**src/rtl/rank_filter_if.sv**
```systemverilog
// Streaming handshake bundle for rank_filter: window/rank in, selected pixel out.
// Optional min_out/max_out members exist only when RANK_FILTER_MINMAX_EN is defined.
interface rank_filter_if #(
  parameter int DW = 8,
  parameter int N  = 9,
  parameter int RW = 4
);
  logic          in_valid;
  logic          in_ready;
  logic [N*DW-1:0] pixel_in;
  logic [RW-1:0] rank_in;
  logic          out_valid;
  logic          out_ready;
  logic [DW-1:0] pixel_out;
  logic          rank_err;
`ifdef RANK_FILTER_MINMAX_EN
  logic [DW-1:0] min_out;
  logic [DW-1:0] max_out;

  modport master (
    output in_valid, pixel_in, rank_in, out_ready,
    input  in_ready, out_valid, pixel_out, rank_err, min_out, max_out
  );
  modport slave (
    input  in_valid, pixel_in, rank_in, out_ready,
    output in_ready, out_valid, pixel_out, rank_err, min_out, max_out
  );
`else
  modport master (
    output in_valid, pixel_in, rank_in, out_ready,
    input  in_ready, out_valid, pixel_out, rank_err
  );
  modport slave (
    input  in_valid, pixel_in, rank_in, out_ready,
    output in_ready, out_valid, pixel_out, rank_err
  );
`endif
endinterface

```
**src/rtl/rank_filter.sv**
```systemverilog
// Three-stage rank-order filter: register window, count less/equal per element, select rank.
// Optional min/max outputs are enabled with the RANK_FILTER_MINMAX_EN macro.
module rank_filter #(
  parameter int DW = 8,
  parameter int N  = 9,
  parameter int RW = 4
) (
  input logic          clk,
  input logic          rst,
  rank_filter_if.slave bus
);
  localparam int CW = RW + 1;
  localparam logic [CW-1:0] LAST = CW'(N - 1);

  typedef logic [N-1:0][DW-1:0] win_t;
  typedef logic [N-1:0][CW-1:0] cnt_t;

  logic          w_en;
  logic          w_clamp;
  logic [RW-1:0] w_rank;

  win_t          r_win1;
  logic [RW-1:0] r_rank1;
  logic          r_clamp1;
  logic          r_v1;

  cnt_t          w_lt;
  cnt_t          w_eq;

  win_t          r_win2;
  cnt_t          r_lt2;
  cnt_t          r_eq2;
  logic [RW-1:0] r_rank2;
  logic          r_clamp2;
  logic          r_v2;

  logic [DW-1:0] r_pixel_out;
  logic          r_rank_err;
  logic          r_out_valid;

  // The whole pipeline advances together, so a stall at the output freezes every stage.
  assign w_en         = !r_out_valid || bus.out_ready;
  assign bus.in_ready = w_en;

  assign w_clamp = {1'b0, bus.rank_in} > LAST;
  assign w_rank  = w_clamp ? LAST[RW-1:0] : bus.rank_in;

  // Lowest-index element whose [lt, lt+eq] interval contains the requested rank.
  function automatic logic [DW-1:0] pick(input win_t win, input cnt_t lt, input cnt_t eq,
                                         input logic [CW-1:0] rank);
    logic found;
    pick  = '0;
    found = 1'b0;
    for (int i = 0; i < N; i++) begin
      if (!found && lt[i] <= rank && rank <= lt[i] + eq[i]) begin
        pick  = win[i];
        found = 1'b1;
      end
    end
  endfunction

  // NOTE: every always_comb output gets a default before any conditional update,
  // otherwise a path that skips the assignment infers a latch.
  always_comb begin
    w_lt = '0;
    w_eq = '0;
    for (int i = 0; i < N; i++) begin
      for (int j = 0; j < N; j++) begin
        if (j != i) begin
          if (r_win1[j] <  r_win1[i]) w_lt[i] = w_lt[i] + CW'(1);
          if (r_win1[j] == r_win1[i]) w_eq[i] = w_eq[i] + CW'(1);
        end
      end
    end
  end

  // NOTE: sequential state uses non-blocking assignments so all stages sample
  // the pre-edge values of one another.
  always_ff @(posedge clk or posedge rst) begin
    if (rst) begin
      r_win1   <= '0;
      r_rank1  <= '0;
      r_clamp1 <= 1'b0;
      r_v1     <= 1'b0;
    end else if (w_en) begin
      r_win1   <= bus.pixel_in;
      r_rank1  <= w_rank;
      r_clamp1 <= w_clamp;
      r_v1     <= bus.in_valid;
    end
  end

  // NOTE: the window and count arrays are plain flops here, not RAM, so they
  // are cleared on reset like any other data register.
  always_ff @(posedge clk or posedge rst) begin
    if (rst) begin
      r_win2   <= '0;
      r_lt2    <= '0;
      r_eq2    <= '0;
      r_rank2  <= '0;
      r_clamp2 <= 1'b0;
      r_v2     <= 1'b0;
    end else if (w_en) begin
      r_win2   <= r_win1;
      r_lt2    <= w_lt;
      r_eq2    <= w_eq;
      r_rank2  <= r_rank1;
      r_clamp2 <= r_clamp1;
      r_v2     <= r_v1;
    end
  end

  always_ff @(posedge clk or posedge rst) begin
    if (rst) begin
      r_pixel_out <= '0;
      r_rank_err  <= 1'b0;
      r_out_valid <= 1'b0;
    end else if (w_en) begin
      r_pixel_out <= pick(r_win2, r_lt2, r_eq2, {1'b0, r_rank2});
      r_rank_err  <= r_clamp2;
      r_out_valid <= r_v2;
    end
  end

  assign bus.pixel_out = r_pixel_out;
  assign bus.rank_err  = r_rank_err;
  assign bus.out_valid = r_out_valid;

`ifdef RANK_FILTER_MINMAX_EN
  logic [DW-1:0] r_min_out;
  logic [DW-1:0] r_max_out;

  always_ff @(posedge clk or posedge rst) begin
    if (rst) begin
      r_min_out <= '0;
      r_max_out <= '0;
    end else if (w_en) begin
      r_min_out <= pick(r_win2, r_lt2, r_eq2, '0);
      r_max_out <= pick(r_win2, r_lt2, r_eq2, LAST);
    end
  end

  assign bus.min_out = r_min_out;
  assign bus.max_out = r_max_out;
`endif
endmodule

```
**src/flat_wrapper.sv**
```systemverilog
// flat-port wrapper written by rule: the top's interface ports become plain ports
module rank_filter_flat 
#(
  parameter int DW = 8,
  parameter int N  = 9,
  parameter int RW = 4
)
  (clk, rst, bus_in_valid, bus_pixel_in, bus_rank_in, bus_out_ready, bus_in_ready, bus_out_valid, bus_pixel_out, bus_rank_err);
  rank_filter_if #(.DW(DW), .N(N), .RW(RW)) bus_i ();
  input logic clk;
  input logic rst;
  input wire logic [$bits(bus_i.in_valid)-1:0] bus_in_valid;
  input wire logic [$bits(bus_i.pixel_in)-1:0] bus_pixel_in;
  input wire logic [$bits(bus_i.rank_in)-1:0] bus_rank_in;
  input wire logic [$bits(bus_i.out_ready)-1:0] bus_out_ready;
  output wire logic [$bits(bus_i.in_ready)-1:0] bus_in_ready;
  output wire logic [$bits(bus_i.out_valid)-1:0] bus_out_valid;
  output wire logic [$bits(bus_i.pixel_out)-1:0] bus_pixel_out;
  output wire logic [$bits(bus_i.rank_err)-1:0] bus_rank_err;
  assign bus_i.in_valid = bus_in_valid;
  assign bus_i.pixel_in = bus_pixel_in;
  assign bus_i.rank_in = bus_rank_in;
  assign bus_i.out_ready = bus_out_ready;
  assign bus_in_ready = bus_i.in_ready;
  assign bus_out_valid = bus_i.out_valid;
  assign bus_pixel_out = bus_i.pixel_out;
  assign bus_rank_err = bus_i.rank_err;
  rank_filter #(.DW(DW), .N(N), .RW(RW)) u_core (.clk(clk), .rst(rst), .bus(bus_i));
endmodule
```
**config.mk**
```make
export PLATFORM = sky130hd
export DESIGN_NAME = rank_filter_flat
export DESIGN_NICKNAME = d
export VERILOG_FILES = /design/src/rtl/rank_filter_if.sv /design/src/rtl/rank_filter.sv /design/src/flat_wrapper.sv
export SDC_FILE = /design/constraint.sdc
export NUM_CORES = 1
export LEC_CHECK = 0
export CAP_MARGIN = 20
export CORE_ASPECT_RATIO = 0.8
export CORE_MARGIN = 1
export CORE_UTILIZATION = 40
export DETAILED_ROUTE_END_ITERATION = 10
export PLACE_DENSITY = 0.66
export SYNTH_ARGS = -nofsm -noshare
export SYNTH_HDL_FRONTEND = slang
export SYNTH_SLANG_ARGS = --single-unit
```
**constraint.sdc**
```tcl
create_clock -name clk -period 10.7 [get_ports clk]
set_clock_uncertainty 0.05 [all_clocks]
set_input_delay 1.605 -clock clk [delete_from_list [all_inputs] [get_ports clk]]
set_output_delay 1.605 -clock clk [all_outputs]
set_load 0.01 [all_outputs]
```
==> impl_metrics.csv, run 1 <==
group,metric,value,unit
status,status,"finished clean",
sta,slew_headroom,0.283,
placement,gp_congestion,0.982,
logic_synthesis,syn_inst,3192,
sta,finalCriticalPeriod,6.72,ns
grt,grt_pass1_wl,137000,µm
job,maxCapViolCount,0,
logic_synthesis,synth_area_leaders,"ha_1 24%, dfrtp_1 23%, nand2_1 6.0%",
worst_setup_path,worstPathRequired,11.15,ns
grt,use_met3,0.0596,
clock_tree,cts_made_buffers,29,
grt,grt_pass1_vias,23000,
final_layout,diodes,0,
clock_tree,cts-resized-gates,0,
hold_path,worstHoldStart,"u_core.r_win2[65]",
worst_setup_path,rr_startpoint,"u_core.r_win1[13]",
final_layout,drive_gt1_frac,0.0634,
grt,grtUsageMet1,0.371,
clock_tree,cts_setup_buffers,0,
sta,fin_tns_setup,0,ns
detailed_routing,ant_nets,0,
die,start_util,0.406,
sta,max_freq,149,MHz
worst_setup_path,rr_worst_depth,26,
sta,slew_violations,0,
worst_setup_path,arrival,7.17,ns
worst_setup_path,ff2ff_setup_slack,3.98,ns
clock_tree,clk_latency,0.62,ns
grt,grt_max_degree,190,
grt,overflow,0,
sta,worstMarginPinSlew,1.07,ns
die,core-area,0.0675,mm²
clock_tree,cts_hold_buf,0,
final_layout,fill_cells,6591,
final_layout,nets,3883,
hold_path,worstHoldEndpoint,"u_core.r_win2[65]",
logic_synthesis,ys_ff_latch,256,
logic_synthesis,yosys-top-cells-count,"522 x ha_1, 435 x nand2_1, 257 x o21ai_0",
clock_tree,clockBufferDepth,3,
worst_setup_path,r2r_end,"u_core.r_lt2[34]",
logic_synthesis,ys.flop_type,"dfrtp_1",
clock_tree,clkSlewWorstSetupHoldPaths,0.07,ns
worst_setup_path,end_kind,"flip-flop",
logic_synthesis,synth.cell_area,0.0274,mm²
detailed_routing,viasPerCell,5.75,
die,num_rows,85,
logic_synthesis,yosysUniqueCellTypes,111,
sta,finalCritPeriodShare,0.628,
clock_tree,cts_root_buffer,"clkbuf_16",
logic_synthesis,yosysMostFrequentCell,"ha_1",
logic_synthesis,synth_edf_count,0,
clock_tree,cts_max_level,1,
sta,worst_slack,3.98,ns
clock_tree,clock_sinks,256,
grt,grt_usage,0.257,
sta,finalSetupViolations,0,
placement,io_buffers,90,
logic_synthesis,yosysTopAreaCellShare,0.238,
placement,pre_cts_ws,4.15,ns
die,die_height,236,µm
grt,grt-busiest-layer,"met2",
sta,holdWs,0.410,ns
die,io_pins,91,
detailed_routing,vias,24200,
grt,antenna_found_initial,2,
placement,dp_hpwl,68000,µm
hold_path,hold_path_depth,2,
detailed_routing,drc,0,
worst_setup_path,cp_max_fo,10,
detailed_routing,wirelength,89800,µm
die,fp.dieW,295,µm
logic_synthesis,async_reset_ff_frac,1.00,
die,die-area,0.0696,mm²
detailed_routing,drtIter0Drc,2291,
final_layout,area_growth,10.9,%
logic_synthesis,ys_seq_area_frac,0.234,
logic_synthesis,syn_nets,3803,
worst_setup_path,crit_path_start_kind,"flip-flop",
detailed_routing,wl_per_cell,21.3,µm
final_layout,fin_util,0.450,
sta,finalHoldViolCount,0,
logic_synthesis,yosys.area.top_type,"ha_1",
logic_synthesis,synth_area_per_cell,8.59,µm²
sta,rsz0062_at_grt,"no",
grt,grt_use_met2,0.383,
hold_path,hold_path_class,"flip-flop to flip-flop",
detailed_routing,dr.pass1.iters,6,
worst_setup_path,crit_type,"flip-flop to flip-flop",
clock_tree,cts_tree,"yes",
logic_synthesis,ys_warn_count,0,
sequential cells by signal (all words and copies together) (netlist names):
register and count:
u_core.bus.out_valid 1, u_core.bus.pixel_out 8, u_core.bus.rank_err 1, u_core.r_clamp1 1, u_core.r_clamp2 1, u_core.r_eq2 45
u_core.r_lt2 45, u_core.r_rank1 4, u_core.r_rank2 4, u_core.r_v1 1, u_core.r_v2 1, u_core.r_win1 72
u_core.r_win2 72
metrics by stage:
stage / area (µm²) / instances
after floorplan: 27400 / 3192
after global placement: 29500 / 4153
after detailed placement: 29500 / 4153
after CTS: 30400 / 4206
after global routing: 30400 / 4207
final: 30400 / 4207
worst max-delay path: stages, from the launching register on:
cell and delay [ns]:
dfrtp_1 0.36, inv_1 0.42, ha_1 0.35, a21o_1 0.19, a21o_1 0.17, a211oi_1 0.48
inv_1 0.21, nand2_1 0.14, ha_1 0.28, inv_1 0.07, a2111oi_0 0.69, a311oi_1 0.14
ha_1 0.33, nand2_1 0.07, o21ai_2 0.10, ha_1 0.32, mux2_2 0.28, ha_1 0.29
mux2_2 0.29, ha_1 0.29, mux2_2 0.29, ha_1 0.20, nand2_1 0.08, nor2b_1 0.06
or2_2 0.27, o22ai_1 0.12, nor3_1 0.07
kinds of logic after synthesis:
kind of cell,share of synthesized area
xor+xnor,0.0988
flops,0.234
buf+inv,0.0392
simple gates,0.182
compound gates,0.174
mux,0.0270
fa+ha+maj,0.246
worst max-delay path by stage:
| stage | startpoint | to | slack, ns | cells after the start |
|---|---|---|---|---|
| 4_1_cts | u_core.r_win1[65] | u_core.r_lt2[44] | 4.14 | 28 |
| 2_1_floorplan | rst | u_core.bus.out_valid | 2.00 | 1 |
| 3_5_place_dp | u_core.r_win1[65] | u_core.r_lt2[44] | 4.15 | 28 |
| 3_3_place_gp | u_core.r_win1[65] | u_core.r_lt2[44] | 4.28 | 28 |
| 6_report | u_core.r_win1[13] | u_core.r_lt2[34] | 3.98 | 26 |
| 5_1_grt | u_core.r_win1[65] | u_core.r_lt2[44] | 3.57 | 28 |
metal layers:
layer  up-vias  share of wire  wire length (µm)
li1      11700              -                 -
met1     11500           0.46             41700
met2       885           0.41             37100
met3       127          0.096              8660
met4         0          0.026              2370
met5         -              0                 0
cell usage in the layout, fill, tap and decap left out, types with 13 or more instances in the layout:
master	netlist	layout
o21a_1	34	34
or2_2	13	13
o211ai_1	24	24
and4_1	17	17
o31ai_1	16	16
xnor2_1	131	131
mux2i_1	21	21
nand2b_1	31	31
and3_1	20	20
nand4_1	102	102
mux2_2	47	47
inv_1	188	186
a22oi_1	16	16
o21ai_0	257	257
xor2_1	119	119
clkdlybuf4s50_1	0	90
dfrtp_1	256	256
nor2b_1	53	52
o22ai_1	18	18
nor2_1	157	157
or3_1	13	13
buf_4	1	41
clkbuf_16	0	29
nor3_1	39	39
a211oi_1	22	22
o21ai_1	13	13
nand2_1	435	435
xnor2_2	13	13
ha_1	522	522
a21o_1	49	49
and2_1	15	15
a21oi_1	195	195
nand3_1	61	61
area by class of cell:
type                            instances  area [µm²]  share of cell area
Inverter                              191         732              0.0241
Clock inverter                         12         130             0.00428
Timing Repair Buffer                  132        1230              0.0404
Sequential cell                       256        6410               0.211
Clock buffer                           41         821              0.0270
Multi-Input combinational cell       2662       20000               0.656
Tap cell                              913        1140              0.0375
Power of run 1 is left out: the tool's default activity adds up to more than one toggle a clock period on the data nets, which glitch-free logic cannot reach.
==> inputs of run 2 (changes only) <==
==> constraint.sdc (replaced) <==
create_clock -name clk -period 6.6 [get_ports clk]
set_clock_uncertainty 0.05 [all_clocks]
set_input_delay 0.99 -clock clk [delete_from_list [all_inputs] [get_ports clk]]
set_output_delay 0.99 -clock clk [all_outputs]
set_load 0.01 [all_outputs]
==> impl_metrics.csv, run 2 (synthesis results as in run 1) <==
group,metric,value,unit
clock_tree,clk_latency,0.62,ns
worst_setup_path,worstPathRequired,7.05,ns
job,maxCapViolCount,0,
die,num_rows,85,
worst_setup_path,rr_startpoint,"u_core.r_win1[1]",
final_layout,final_cell_area,0.0309,mm²
final_layout,final_cell_mix,"522 x ha_1, 435 x nand2_1, 257 x o21ai_0",
worst_setup_path,end_kind,"flip-flop",
worst_setup_path,crit_type,"flip-flop to flip-flop",
hold_path,hold_path_class,"flip-flop to flip-flop",
grt,overflow,0,
worst_setup_path,rr_worst_depth,28,
sta,finalHoldViolCount,0,
placement,io_buffers,90,
placement,dp_hpwl,70600,µm
die,core-area,0.0675,mm²
hold_path,worstHoldEndpoint,"u_core.r_win2[65]",
detailed_routing,dr.pass1.iters,6,
placement,place_area,0.0298,mm²
grt,grt_max_degree,189,
sta,rsz0062_at_grt,"no",
detailed_routing,wl_per_cell,21.6,µm
clock_tree,cts_max_level,1,
final_layout,layout_commonest_cell,"ha_1",
clock_tree,clock_sinks,256,
worst_setup_path,critical-path-slowest-cell,"nor2_1",
sta,holdWs,0.408,ns
grt,antenna_found_initial,4,
final_layout,drive_gt1_frac,0.0805,
sta,slew_headroom,0.231,
die,fp.dieW,295,µm
grt,grt_usage,0.261,
hold_path,worstHoldStart,"u_core.r_win2[65]",
worst_setup_path,ff2ff_setup_slack,0.42,ns
final_layout,area_growth,12.8,%
sta,finalCriticalPeriod,6.18,ns
detailed_routing,wirelength,91800,µm
worst_setup_path,r2r_end,"u_core.r_lt2[34]",
detailed_routing,viasPerCell,5.76,
clock_tree,cts_made_buffers,29,
detailed_routing,route.met2.wl,36800,µm
status,status,"finished clean",
die,die-area,0.0696,mm²
placement,gp_congestion,1.02,
grt,grt_pass1_wl,138000,µm
sta,worstMarginPinSlew,1.15,ns
clock_tree,cts_tree,"yes",
detailed_routing,wl_met1,42000,µm
clock_tree,cts_setup_buffers,0,
clock_tree,clkSlewWorstSetupHoldPaths,0.07,ns
worst_setup_path,cp_slowest_stage_delay,0.45,ns
hold_path,hold_path_depth,2,
die,io_pins,91,
detailed_routing,drc,0,
die,die_height,236,µm
detailed_routing,maxUsedRoutingLayer,"met5",
grt,grt_pass1_vias,22900,
clock_tree,cts_hold_buf,0,
sta,finalCritPeriodShare,0.936,
clock_tree,clockBufferDepth,3,
detailed_routing,wl_met3,10100,µm
placement,dp_cells,4201,
detailed_routing,ant_nets,0,
sta,max_freq,162,MHz
sta,finalSetupViolations,0,
worst_setup_path,crit_path_start_kind,"flip-flop",
detailed_routing,vias,24500,
die,start_util,0.406,
clock_tree,cts_root_buffer,"clkbuf_16",
final_layout,top_regs,"u_core.r_win1: 72 flops, u_core.r_win2: 72 flops",
detailed_routing,drtIter0Drc,2291,
sta,slew_violations,0,
sta,fin_tns_setup,0,ns
worst_setup_path,cpMostUsedCell,"ha_1",
final_layout,nets,3931,
final_layout,fin_cells,4258,
worst_setup_path,cp_max_fo,6,
worst_setup_path,arrival,6.62,ns
==> run 2: changes by cell type in the layout (fill, tap and decap cells not counted), sizes merged <==
cell and delta:
buf +47, bufinv +4, clkbuf -7, clkinv +3, clkinvlp +3, diode +2
inv -1
==> run 2: final cells by class <==
| cell class | count | area [µm²] |
|---|---|---|
| diodes | 2 | 5.00 |
| clock buffers | 33 | 771 |
| clock inverters | 21 | 299 |
| fillers | 6516 | 36600 |
| inverters | 191 | 732 |
| multi-input cells | 2662 | 20000 |
| flip-flops and latches | 256 | 6410 |
| well taps | 913 | 1140 |
| repair buffers | 180 | 1610 |
==> run 2: worst max-delay path: cells and delay by family (launching register included) <==
kind | cells | cell delay [ns]
buffers and inverters | 4 | 0.53
AOI/OAI and AO/OA | 6 | 0.92
muxes | 3 | 0.87
DFF | 1 | 0.38
adders and majority gates | 7 | 1.89
and+or+nand+nor | 8 | 1.40
==> run 2: metrics by stage <==
stage | worst slack (ns) | utilization
after floorplan | 0.856 | -
final | 0.423 | 0.458
after detailed placement | 0.373 | 0.442
after global placement | 0.483 | 0.442
after CTS | 0.359 | 0.458
after global routing | 0.0523 | 0.458
==> run 2: layer usage <==
layer / GRT usage / vias up
met5: 0 / -
met4: 0.0795 / 2
met3: 0.0786 / 146
met2: 0.376 / 936
met1: 0.371 / 11700
li1: - / 11800
==> run 2: worst max path at each step <==
stage,startpoint,endpoint,slack [ns],depth (start not counted)
after floorplan,u_core.r_win1[17],u_core.r_lt2[14],0.86,28
after global placement,u_core.r_win1[49],u_core.r_lt2[34],0.48,26
after detailed placement,u_core.r_win1[9],u_core.r_lt2[34],0.37,27
after CTS,u_core.r_win1[9],u_core.r_lt2[34],0.36,27
after global routing,u_core.r_win1[9],u_core.r_lt2[44],0.05,30
final,u_core.r_win1[1],u_core.r_lt2[34],0.42,28
==> run 2: timing repair <==
item	in CTS	in global routing
gates resized for setup	0	6
hold endpoints to repair	0	0
setup endpoints to repair	0	3
Power of run 2 is left out for the same reason.
==> inputs of run 3 (changes only) <==
--- a/config.mk
+++ b/config.mk
@@ -10,7 +10,9 @@
 export CORE_MARGIN = 1
 export CORE_UTILIZATION = 40
 export DETAILED_ROUTE_END_ITERATION = 10
+export GPL_TIMING_DRIVEN = 0
 export PLACE_DENSITY = 0.66
+export SLEW_MARGIN = 20
 export SYNTH_ARGS = -nofsm -noshare
 export SYNTH_HDL_FRONTEND = slang
 export SYNTH_SLANG_ARGS = --single-unit
==> impl_metrics.csv, run 3 (synthesis results as in run 1) <==
group,metric,value,unit
worst_setup_path,cp_slowest_stage_delay,0.52,ns
worst_setup_path,worstPathRequired,6.99,ns
final_layout,drive_gt1_frac,0.0674,
detailed_routing,viasPerCell,5.94,
final_layout,area_growth,13.1,%
worst_setup_path,cp_max_fo,7,
worst_setup_path,crit_chain,"inv_1 > ha_1 > and4b_1 > a211oi_1 > o21ai_0 > ha_1 > a21o_1 > and2_1 > inv_1 > ha_1 > nand2_1 > o31ai_1 > ha_1 > mux2_2 > ha_1 > mux2_2 > ha_1 > mux2_2 > ha_1 > nand2_1 > xor2_1 > o21ai_0",
sta,finalHoldViolCount,0,
clock_tree,cts_root_buffer,"clkbuf_16",
sta,worst_slack,0.276,ns
grt,grt_pass1_wl,143000,µm
detailed_routing,wirelength,97600,µm
die,start_util,0.406,
status,status,"finished clean",
placement,dp_hpwl,75400,µm
clock_tree,clockBufferDepth,3,
die,fp.dieW,295,µm
detailed_routing,drc,0,
sta,worstMarginPinSlew,1.16,ns
clock_tree,clk_latency,0.61,ns
worst_setup_path,critical-path-slowest-cell,"inv_1",
grt,grt_usage,0.275,
worst_setup_path,end_kind,"flip-flop",
worst_setup_path,worst-path-buf-inv,2,
sta,finalCritPeriodShare,0.958,
sta,rsz0062_at_grt,"no",
sta,finalCriticalPeriod,6.32,ns
sta,max_freq,158,MHz
sta,finalSetupViolations,0,
placement,dp_cells,4205,
clock_tree,clock_sinks,256,
placement,gp_congestion,0.981,
grt,antenna_found_initial,5,
hold_path,hold_path_class,"flip-flop to flip-flop",
die,die-area,0.0696,mm²
detailed_routing,dr.pass1.iters,6,
detailed_routing,wl_per_cell,22.9,µm
detailed_routing,ant_nets,0,
clock_tree,clkSlewWorstSetupHoldPaths,0.07,ns
placement,io_buffers,90,
sta,fin_tns_setup,0,ns
final_layout,layout_commonest_cell,"ha_1",
job,maxCapViolCount,0,
die,num_rows,85,
die,die_height,236,µm
clock_tree,cts_made_buffers,28,
detailed_routing,drtIter0Drc,2711,
sta,slew_headroom,0.226,
final_layout,diodes,0,
die,core-area,0.0675,mm²
worst_setup_path,crit_type,"flip-flop to flip-flop",
grt,grt_max_degree,34,
clock_tree,cts_max_level,1,
detailed_routing,vias,25300,
placement,pre_cts_ws,-0.662,ns
worst_setup_path,cpMostUsedCell,"ha_1",
final_layout,final_cell_mix,"522 x ha_1, 435 x nand2_1, 254 x o21ai_0",
worst_setup_path,critPathTopFamily,"adder cells",
grt,overflow,0,
grt,grt_pass1_vias,23300,
clock_tree,cts_tree,"yes",
sta,holdWs,0.410,ns
final_layout,top_regs,"u_core.r_win1: 72 flops, u_core.r_win2: 72 flops",
die,io_pins,91,
final_layout,nets,3943,
final_layout,fin_cells,4267,
worst_setup_path,crit_path_start_kind,"flip-flop",
sta,slew_violations,0,
worst_setup_path,arrival,6.71,ns
## run 3: layout make-up
| class | instances | area (µm²) |
|---|---|---|
| plain buffers | 83 | 359 |
| clock buffers | 33 | 759 |
| clock inverters | 19 | 358 |
| fillers | 6529 | 36500 |
| inverters | 191 | 747 |
| multi-input cells | 2662 | 20000 |
| flip-flops and latches | 256 | 6410 |
| well taps | 913 | 1140 |
| repair buffers | 110 | 1200 |
## run 3: metrics by stage
stage | area, µm² | util
after floorplan | 27400 | -
after global placement | 29500 | 0.436
after detailed placement | 29700 | 0.440
after CTS | 30900 | 0.457
after global routing | 31000 | 0.459
final | 31000 | 0.459
## run 3: path summary, 6_finish.rpt
kind,cells past startpoint,startpoint,slack [ns],to
max in group asynchronous,7,rst,4.30,u_core.r_lt2[15]
setup / recovery,22,u_core.r_win1[33],0.28,u_core.r_lt2[22]
hold reg to reg,2,u_core.r_v2,0.41,u_core.r_v2
hold / removal,2,u_core.r_v2,0.41,u_core.r_v2
setup reg to reg,22,u_core.r_win1[33],0.28,u_core.r_lt2[22]
min in group asynchronous,2,rst,0.70,u_core.r_win2[35]
## run 3: routing by layer
layer | routed length, µm | track usage | part of all wire | vias to the layer above
met5 | 21 | 0 | 0.00022 | -
met4 | 3530 | 0.0863 | 0.036 | 4
met3 | 10800 | 0.0626 | 0.11 | 172
met2 | 39300 | 0.396 | 0.40 | 1128
met1 | 44000 | 0.401 | 0.45 | 12300
li1 | - | - | - | 11800
## run 3: worst register-to-register path, cell delays in order, from the launching register on
cell and delay (ns):
dfrtp_1 0.47, inv_1 0.52, ha_1 0.37, and4b_1 0.21, a211oi_1 0.34, o21ai_0 0.46
ha_1 0.50, a21o_1 0.19, and2_1 0.16, inv_1 0.05, ha_1 0.22, nand2_1 0.06
o31ai_1 0.13, ha_1 0.34, mux2_2 0.28, ha_1 0.28, mux2_2 0.29, ha_1 0.29
mux2_2 0.29, ha_1 0.22, nand2_1 0.07, xor2_1 0.27, o21ai_0 0.12
## run 3: timing repair
item | 4_1_cts | 5_1_grt
pin swaps | 0 | 2
hold buffers | 0 | 0
endpoints found under the setup margin | 12 | 16
resized for setup | 6 | 18
buffers inserted | 2 | 8
Power of run 3 is left out for the same reason.
